--- config.mk ---
export PLATFORM = sky130hd
export DESIGN_NAME = fp16_mul_arbiter
export DESIGN_NICKNAME = d
export VERILOG_FILES = /design/src/rtl/fp16_pkg.sv /design/src/rtl/fp16_tag_fifo.sv /design/src/rtl/fp16_mul_arbiter.sv
export SDC_FILE = /design/constraint.sdc
export NUM_CORES = 1
export LEC_CHECK = 0
export BUFFER_PORTS_ARGS = -buffer_cell sky130_fd_sc_hd__buf_2
export CAP_MARGIN = 10
export CORE_MARGIN = 2
export CORE_UTILIZATION = 34
export CTS_CLUSTER_SIZE = 16
export DETAILED_ROUTE_END_ITERATION = 10
export PLACE_DENSITY = 0.76
export SYNTH_ARGS = -nofsm -noshare
export SYNTH_HDL_FRONTEND = slang
export SYNTH_SLANG_ARGS = --single-unit
--- constraint.sdc ---
create_clock -name clk -period 2.5 [get_ports clk]
set_clock_uncertainty 0.05 [all_clocks]
set_input_delay 0.375 -clock clk [delete_from_list [all_inputs] [get_ports clk]]
set_output_delay 0.375 -clock clk [all_outputs]
set_load 0.05 [all_outputs]
--- src/rtl/fp16_pkg.sv ---
// Shared fp16 definitions used by the multiplier front-end blocks.
package fp16_pkg;

  localparam int FP16_W = 16;

  typedef logic [FP16_W-1:0] fp16_t;

  // Maximum number of operations the fp16_mul pipeline can hold at once.
  localparam int MUL_INFLIGHT = 3;

endpackage

--- src/rtl/fp16_tag_fifo.sv ---
// Tag FIFO: records the requester ID of every issued multiply, oldest at the head.
module fp16_tag_fifo #(
  parameter int W     = 2,
  parameter int DEPTH = 4,
  localparam int AW   = $clog2(DEPTH)
) (
  input  logic          clk,
  input  logic          rst_n,
  input  logic          i_push,
  input  logic          i_pop,
  input  logic [W-1:0]  i_data,
  output logic          o_full,
  output logic          o_empty,
  output logic [W-1:0]  o_head,
  output logic [AW:0]   o_count
);

  logic [W-1:0]  r_mem [DEPTH];
  logic [AW-1:0] r_wr_ptr;
  logic [AW-1:0] r_rd_ptr;
  logic [AW:0]   r_count;
  logic          w_push;
  logic          w_pop;

  assign w_push = i_push && !o_full;
  assign w_pop  = i_pop && !o_empty;

  always_ff @(posedge clk) begin
    if (w_push) r_mem[r_wr_ptr] <= i_data;
  end

  // DEPTH is a power of two, so the pointers wrap on their own.
  always_ff @(posedge clk or negedge rst_n) begin
    if (!rst_n) begin
      r_wr_ptr <= '0;
      r_rd_ptr <= '0;
      r_count  <= '0;
    end else begin
      if (w_push) r_wr_ptr <= r_wr_ptr + AW'(1);
      if (w_pop)  r_rd_ptr <= r_rd_ptr + AW'(1);
      r_count <= r_count + (AW+1)'(w_push) - (AW+1)'(w_pop);
    end
  end

  assign o_full  = (r_count == (AW+1)'(DEPTH));
  assign o_empty = (r_count == '0);
  assign o_head  = r_mem[r_rd_ptr];
  assign o_count = r_count;

endmodule

--- src/rtl/fp16_mul_arbiter.sv ---
// Round-robin sharing of one in-order fp16_mul among NUM_REQ requesters;
// a tag FIFO steers each result back to the requester that issued it.
module fp16_mul_arbiter
  import fp16_pkg::*;
#(
  parameter int NUM_REQ   = 4,
  parameter int TAG_DEPTH = 4,
  localparam int ID_W     = $clog2(NUM_REQ),
  localparam int CNT_W    = $clog2(TAG_DEPTH) + 1
) (
  input  logic                        clk,
  input  logic                        rst_n,
  input  logic [NUM_REQ-1:0]          req_valid,
  output logic [NUM_REQ-1:0]          req_ready,
  input  logic [NUM_REQ*FP16_W-1:0]   req_a,
  input  logic [NUM_REQ*FP16_W-1:0]   req_b,
  output logic [NUM_REQ-1:0]          rsp_valid,
  input  logic [NUM_REQ-1:0]          rsp_ready,
  output logic [FP16_W-1:0]           rsp_prod,
  output logic                        mul_in_valid,
  output logic [FP16_W-1:0]           mul_in_a,
  output logic [FP16_W-1:0]           mul_in_b,
  input  logic                        mul_in_ready,
  input  logic                        mul_out_valid,
  input  logic [FP16_W-1:0]           mul_out_prod,
  output logic                        mul_out_ready,
  output logic [CNT_W-1:0]            inflight,
  output logic                        err_orphan
);

  generate
    if (NUM_REQ < 2 || NUM_REQ > 8) begin : g_bad_num_req
      $error("fp16_mul_arbiter: NUM_REQ must be 2..8");
    end
    if (TAG_DEPTH < MUL_INFLIGHT || (TAG_DEPTH & (TAG_DEPTH - 1)) != 0) begin : g_bad_depth
      $error("fp16_mul_arbiter: TAG_DEPTH must be a power of two >= MUL_INFLIGHT");
    end
  endgenerate

  logic [ID_W-1:0]   r_ptr;
  logic              r_err_orphan;
  logic [ID_W-1:0]   w_win;
  logic [ID_W:0]     w_idx;
  logic              w_any;
  logic              w_can_issue;
  logic              w_fire;
  logic              w_pop;
  logic              w_full;
  logic              w_empty;
  logic [ID_W-1:0]   w_head;
  logic [FP16_W-1:0] w_a [NUM_REQ];
  logic [FP16_W-1:0] w_b [NUM_REQ];

  genvar gi;
  generate
    for (gi = 0; gi < NUM_REQ; gi++) begin : g_ops
      assign w_a[gi] = req_a[gi*FP16_W +: FP16_W];
      assign w_b[gi] = req_b[gi*FP16_W +: FP16_W];
    end
  endgenerate

  // Scan from the far end back toward ptr so the last hit is the nearest one.
  always_comb begin
    w_any = 1'b0;
    w_win = '0;
    w_idx = '0;
    for (int k = NUM_REQ - 1; k >= 0; k--) begin
      w_idx = {1'b0, r_ptr} + (ID_W+1)'(k);
      if (w_idx >= (ID_W+1)'(NUM_REQ)) w_idx = w_idx - (ID_W+1)'(NUM_REQ);
      if (req_valid[w_idx[ID_W-1:0]]) begin
        w_any = 1'b1;
        w_win = w_idx[ID_W-1:0];
      end
    end
  end

  assign w_can_issue  = w_any && !w_full;
  assign w_fire       = w_can_issue && mul_in_ready;
  assign mul_in_valid = w_can_issue;
  assign mul_in_a     = w_a[w_win];
  assign mul_in_b     = w_b[w_win];

  always_comb begin
    req_ready = '0;
    if (w_fire) req_ready[w_win] = 1'b1;
  end

  // An empty FIFO means any result is an orphan; accept it so the pipeline drains.
  always_comb begin
    rsp_valid     = '0;
    mul_out_ready = mul_out_valid;
    if (!w_empty) begin
      rsp_valid[w_head] = mul_out_valid;
      mul_out_ready     = rsp_ready[w_head];
    end
  end

  assign rsp_prod = mul_out_prod;
  assign w_pop    = mul_out_valid && mul_out_ready && !w_empty;

  always_ff @(posedge clk or negedge rst_n) begin
    if (!rst_n) begin
      r_ptr        <= '0;
      r_err_orphan <= 1'b0;
    end else begin
      if (w_fire) r_ptr <= (w_win == ID_W'(NUM_REQ - 1)) ? '0 : w_win + ID_W'(1);
      if (mul_out_valid && w_empty) r_err_orphan <= 1'b1;
    end
  end

  assign err_orphan = r_err_orphan;

  fp16_tag_fifo #(
    .W     (ID_W),
    .DEPTH (TAG_DEPTH)
  ) u_tag_fifo (
    .clk     (clk),
    .rst_n   (rst_n),
    .i_push  (w_fire),
    .i_pop   (w_pop),
    .i_data  (w_win),
    .o_full  (w_full),
    .o_empty (w_empty),
    .o_head  (w_head),
    .o_count (inflight)
  );

endmodule

---- Yosys cells after proc, flatten, opt, wreduce, memory -nomap -nowiden ----
Memories as Yosys holds them, arrays and structs flattened.
Cells that the tools add are included.
Widths: inputs -> output; s select.
word-level totals
  memories kept ........................... 1
  word-level logic and storage cells ...... 85
  bits in registers ....................... 10
  memory bits (writable) .................. 8
  input bits .............................. 156
  output and inout port bits .............. 62
cells by class
  reductions and logical operators ........ 12
  mux-type cells .......................... 38
  add/subtract/negate cells ............... 12
  bitwise gates (word level) .............. 2
  equality and inequality tests ........... 2
  order comparisons ....................... 13
memories
  memory            words  width  rd ports  clocked after Yosys merged registers in  write ports  RTL line             text
  u_tag_fifo.r_mem  4      2      1         0                                        1            fp16_tag_fifo.sv:18  logic [W-1:0] r_mem [DEPTH];
operator list
  operator             number
  $bmux 16 s2          2
  $mux 16              4
  $lt 2x3->1 const B   6
  $mux 2               9
  $mux 1               14
  $ge 3x3->1 const B   4
  $bmux 1 s2           5
  $logic_and 1x1->1    9
  $mux 4               2
  $sub 2x1->2 const B  4
  $add 2x1->2 const B  3
  $add 2x2->3 const B  2
  $and 4x4->4          1
  $demux 1 s2          2
  $ge 2x1->1 const B   2
  $add 2x1->3 const B  1
  $add 3x1->3          1
  $eq 3x3->1 const B   1
  $ge 2x3->1 const B   1
  $logic_not 3->1      1
  $not 2->3            1
  $sub 3x1->3          1
  $eq 2x2->1 const B   1
  $logic_not 1->1      2

---- Longest topological paths before layout ----
  word-level depth ........................ 14
  depth in mapped cells ................... 13

---- Cells and area by module ----
From an unflattened synthesis, not the netlist that was laid out.
second synthesis, totals
  cells, all modules ...................... 422
  area, all modules ....................... 3203.1 um^2
by module, submodules not included
  module            seq. area each (um^2)  area each (um^2)  times used  cells each
  fp16_mul_arbiter  75.1                   2464.9            1           370
  fp16_tag_fifo     415.4                  738.2             1           52

---- Worst setup path before layout ----
OpenSTA, ideal clock, no wires.
  path kind ............................... register to register
  start ................................... register u_tag_fifo.r_count[1], in the netlist u_tag_fifo.o_count[1]
  end ..................................... register u_tag_fifo.r_count[2], in the netlist u_tag_fifo.o_count[2]
  data required time ...................... 2.305 ns
  stages on the path, launching flop included .. 10
  path buffers ............................ 1
  data arrival time ....................... 2.631 ns
  period minus slack after synthesis ...... 2.826 ns
  path slack .............................. -0.326 ns
  cell sequence ........................... dfrtp_1 -> nor2_1 -> a21oi_2 -> and2_1 -> buf_2 -> ha_1 -> inv_1 -> fa_1 -> xnor2_1 -> xnor2_1
on the way
  word-level cells in the longest chain between the ends .. 7
ends and longest elaborated chain
  item                         RTL line                text
  start, declared              fp16_tag_fifo.sv:21     logic [AW:0] r_count;
  start signal, assigned       fp16_tag_fifo.sv:41     r_count <= r_count + (AW+1)'(w_push) - (AW+1)'(w_pop);
  $eq 3x3->1                   fp16_tag_fifo.sv:45     assign o_full = (r_count == (AW+1)'(DEPTH));
  $logic_not 1->1              fp16_mul_arbiter.sv:77  assign w_can_issue = w_any && !w_full;
  $logic_and 1x1->1            fp16_mul_arbiter.sv:77
  named net mul_in_valid       fp16_mul_arbiter.sv:20  output logic mul_in_valid,
  $logic_and 1x1->1            fp16_mul_arbiter.sv:78  assign w_fire = w_can_issue && mul_in_ready;
  $logic_and 1x1->1            fp16_tag_fifo.sv:25     assign w_push = i_push && !o_full;
  named net u_tag_fifo.w_push  fp16_tag_fifo.sv:22     logic w_push;
  $add 3x1->3                  fp16_tag_fifo.sv:41
  $sub 3x1->3                  fp16_tag_fifo.sv:41
The timed path passes the listed nets, and every way through them passes these cells.
A chain may end at the register's enable or synchronous reset.

---- Final worst setup path ----
  start ................................... register u_tag_fifo.r_rd_ptr[1]
  end ..................................... register u_tag_fifo.r_count[2], in the netlist u_tag_fifo.o_count[2]
on the way
  word-level cells in the longest chain between the ends .. 8
ends and longest elaborated chain
  item                             RTL line                text
  start, declared                  fp16_tag_fifo.sv:20     logic [AW-1:0] r_rd_ptr;
  start signal, assigned           fp16_tag_fifo.sv:40     if (w_pop) r_rd_ptr <= r_rd_ptr + AW'(1);
  $mem_v2 4x2                      -
  $bmux 1 s2                       fp16_mul_arbiter.sv:94  mul_out_ready = rsp_ready[w_head];
  $mux 1 (implied by the code)     fp16_mul_arbiter.sv:94
  $mux 1                           fp16_mul_arbiter.sv:92  if (!w_empty) begin
  $logic_and 1x1->1 (2 in series)  fp16_mul_arbiter.sv:99  assign w_pop = mul_out_valid && mul_out_ready && !w_empty;
  $logic_and 1x1->1                fp16_tag_fifo.sv:26     assign w_pop = i_pop && !o_empty;
  named net u_tag_fifo.w_pop       fp16_tag_fifo.sv:23     logic w_pop;
  $sub 3x1->3                      fp16_tag_fifo.sv:41
The timed path passes the listed nets, and every way through them passes these cells. The select of a mux whose other input is x is not followed.

==> flow_summary.toml <==
[run_status]
outcome = "finished with violations"
violations = "setup timing"

[setup_path]
crit_chain = "mux2_4, mux2i_4, o21bai_4, a22oi_2, inv_1, ha_1, inv_1, ha_1, inv_2, fa_2, xnor2_2, xnor2_1"
reg2reg_depth = 12
r2r-end = "u_tag_fifo.o_count[2]$_DFF_PN0_"
regToRegStartpoint = "u_tag_fifo.r_rd_ptr[1]$_DFFE_PN0P_"
crit_type = "flip-flop to flip-flop"
path_buf_inv = 3
critPathRequiredTime_ns = 2.57
crit_family = "adder cells"
max_stage_delay_ns = 0.44
endpoint_kind = "flip-flop"
cp-start-kind = "flip-flop"
rrSetupSlack_ns = -0.14
slowest_stage = "dfrtp_2"
arrival_ns = 2.71
critPathMaxFanout = 4

[yosys]
synth_compound_area_frac = 0.0515
synth.distinct_cells = 36
synth_mux_area_frac = 0.473
syn_area_per_cell_sq_um = 10.1
yosysWarnings = 0
synth_top_family_by_area = "multiplexers"
synth_top_cell_area_share = 0.447
synthXorXnorAreaFrac = 0.0192
synth-adder-area-share = 0.0635
syn_area_sq_um = 2280
synthSimpleGateAreaFrac = 0.0728
ys.flop_type = "dfrtp_1"
synth_cells = 227
synth_area_leaders = "mux2i_1 45%, dfrtp_1 11%, edfxtp_1 11%, ha_1 5.5%, buf_4 5.3%"
synth_edf_count = 8
yosysMostFrequentCell = "mux2i_1"
yosysTopAreaCell = "mux2i_1"
seq_area_frac_synth = 0.215
synth.ff_latch_count = 18
syn_nets = 394
synth.top_cells.by_count = "102 x mux2i_1, 16 x buf_4, 10 x dfrtp_1, 10 x ha_1"
async_reset_ff_frac = 0.556

[global_routing]
grt_start_max_net_pins = 21
grt_first_pass_wirelength_um = 11100
grt_pass1_vias = 2461
overflow = 0
grt_usage = 0.188
antenna_found_initial = 2

[floorplanning]
num_rows = 29
initial_core_util = 0.356
die-area_sq_um = 7390
die_x_um = 86.0
core_area_sq_um = 6420
die_h_um = 86.0
boundaryPins = 218

[routing]
wl_um = 7780
wl_met1_um = 2870
vias_per_cell = 4.88
wl_met3_um = 511
avgRoutedWirePerCell_um = 15.9
firstDrtPassIters = 4
drt-initial-drc-count = 105
routed-wl-met2_um = 4280
vias = 2388
top_layer_used = "met4"
drtAntennaViolNets = 0
drc = 0

[placed_design]
place_congestion = 0.801
dpl_cell_area_sq_um = 3290
port_buffers = 185
dp_hpwl_um = 6320

[layout]
seqCellArea_sq_um = 497
drive_gt1_frac = 0.601
final_nets = 579
fin_area_sq_um = 3710
multi_input_area_sq_um = 1700
fill_cells = 559
syn_to_final_growth_pct = 62.6

[worst_hold_path]
hold_start = "mul_out_valid"
worstHoldPathCells = 3
worstHoldEndpoint = "err_orphan$_DFFE_PN0P_"
hold_path.class = "input port to flip-flop"

[sta]
relSlewSlack = 0.810
hold_viol = 0
grt_setup_unrepaired = "true"
min_period_ns = 2.64
totalNegativeSetupSlack_ns = -0.188
fin_ws_ns = -0.139
setup_viol = 2
tightest_slew_ns = 0.282
drv_slew = 0
timing.fmax_mhz = 379
post-route-period-util = 1.06

[cts]
clkTransAtPathRegs_ns = 0.06
htree_levels = 1
clk-insertion-delay-late_ns = 0.24
clock_path_buffers = 2
clockRootBuffer = "clkbuf_8"
cts_sinks = 18
tritoncts = "done"
cts-buffers-inserted = 3

[power]
p_leak_nw = 2.06
ir_worst_vdd_mv = 0.598
p_per_area_nw_per_um2 = 1260

[flow_run]
drv_cap = 0
-- worst reg2reg max path: cells and delay by family (launching register included) --
kind                       cells  cell delay [ns]
DFF                            1             0.44
adders and majority gates      3             0.77
muxes                          2             0.55
xor gates and xnor gates       2             0.28
AOI/OAI and AO/OA              2             0.26
buffers and inverters          3             0.16
-- cell usage in the layout, fill, tap and decap left out, types with 4 or more instances in the layout --
cell      instances
nor2_1            6
buf_2           159
clkbuf_4          7
mux2i_1          89
inv_1             7
dfrtp_2           5
mux2i_2          11
dfrtp_1           5
and3_1            7
buf_12            7
edfxtp_1          8
buf_4            27
xnor2_1           4
nand2_1           8
ha_1              9
-- routing by layer --
metal / track usage / vias to the layer above
met1: 0.197 / 1101
met2: 0.374 / 101
met5: 0 / -
met3: 0.0366 / 10
met4: 0.0519 / 0
li1: - / 1176
-- worst max-delay path by stage --
stage / depth (start not counted) / endpoint / from
finish: 12 / u_tag_fifo.o_count[2]$_DFF_PN0_ / u_tag_fifo.r_rd_ptr[1]$_DFFE_PN0P_
global route: 12 / u_tag_fifo.o_count[2]$_DFF_PN0_ / u_tag_fifo.r_rd_ptr[1]$_DFFE_PN0P_
CTS: 12 / u_tag_fifo.o_count[2]$_DFF_PN0_ / u_tag_fifo.r_rd_ptr[1]$_DFFE_PN0P_
detailed placement: 12 / u_tag_fifo.o_count[2]$_DFF_PN0_ / u_tag_fifo.r_rd_ptr[1]$_DFFE_PN0P_
global placement: 12 / u_tag_fifo.o_count[2]$_DFF_PN0_ / u_tag_fifo.r_rd_ptr[1]$_DFFE_PN0P_
floorplan: 12 / u_tag_fifo.o_count[2]$_DFF_PN0_ / u_tag_fifo.r_rd_ptr[1]$_DFFE_PN0P_
-- state kept, by name (all words and copies together), names as in the netlist --
| register | count |
|---|---|
| u_tag_fifo.r_rd_ptr | 2 |
| u_tag_fifo.o_count | 3 |
| u_tag_fifo.r_wr_ptr | 2 |
| u_tag_fifo.r_mem | 8 |
| r_ptr | 2 |
| err_orphan | 1 |
-- what timing repair did --
action	4_1_cts	5_1_grt
endpoints found under the setup margin	9	39
hold buffers	1	0
setup buffers	3	3
endpoints found under the hold margin	10	0
resized for setup	29	30
gates cloned	1	3
pin swaps	1	2
-- through the flow --
stage               total power, mW  hold WS (ns)  cells  setup WS [ns]   util
finish                         4.67         0.341    489         -0.139  0.578
global route                   4.95         0.386    489         -0.289  0.578
CTS                            4.40         0.348    482         -0.171  0.545
detailed placement             3.95         0.209    473         -0.250  0.512
global placement               3.87         0.200    473        -0.0888  0.512
floorplan                      3.22        0.0294    227        -0.0645      -
-- logic make-up after synthesis --
| group | Yosys count |
|---|---|
| AOI/OAI and AO/OA | 17 |
| xor gates and xnor gates | 5 |
| adders and majority gates | 11 |
| buffers and inverters | 38 |
| DFF | 18 |
| muxes | 106 |
| and+or+nand+nor | 32 |
-- cell type report --
class / count / share of cell area
multi-input combinational: 171 / 0.457
timing repair buffer: 208 / 0.360
sequential: 18 / 0.134
tap: 77 / 0.0259
clock buffer: 4 / 0.0121
inverter: 10 / 0.0108
antenna: 1 / 0.000674
-- report_power, final --
group / total (mW) / internal (mW) / switching [mW]
logic: 3.92 / 1.59 / 2.33
clock network: 0.198 / 0.113 / 0.0856
registers: 0.547 / 0.455 / 0.0918
Note: power is estimated with default switching activity, not from simulation.
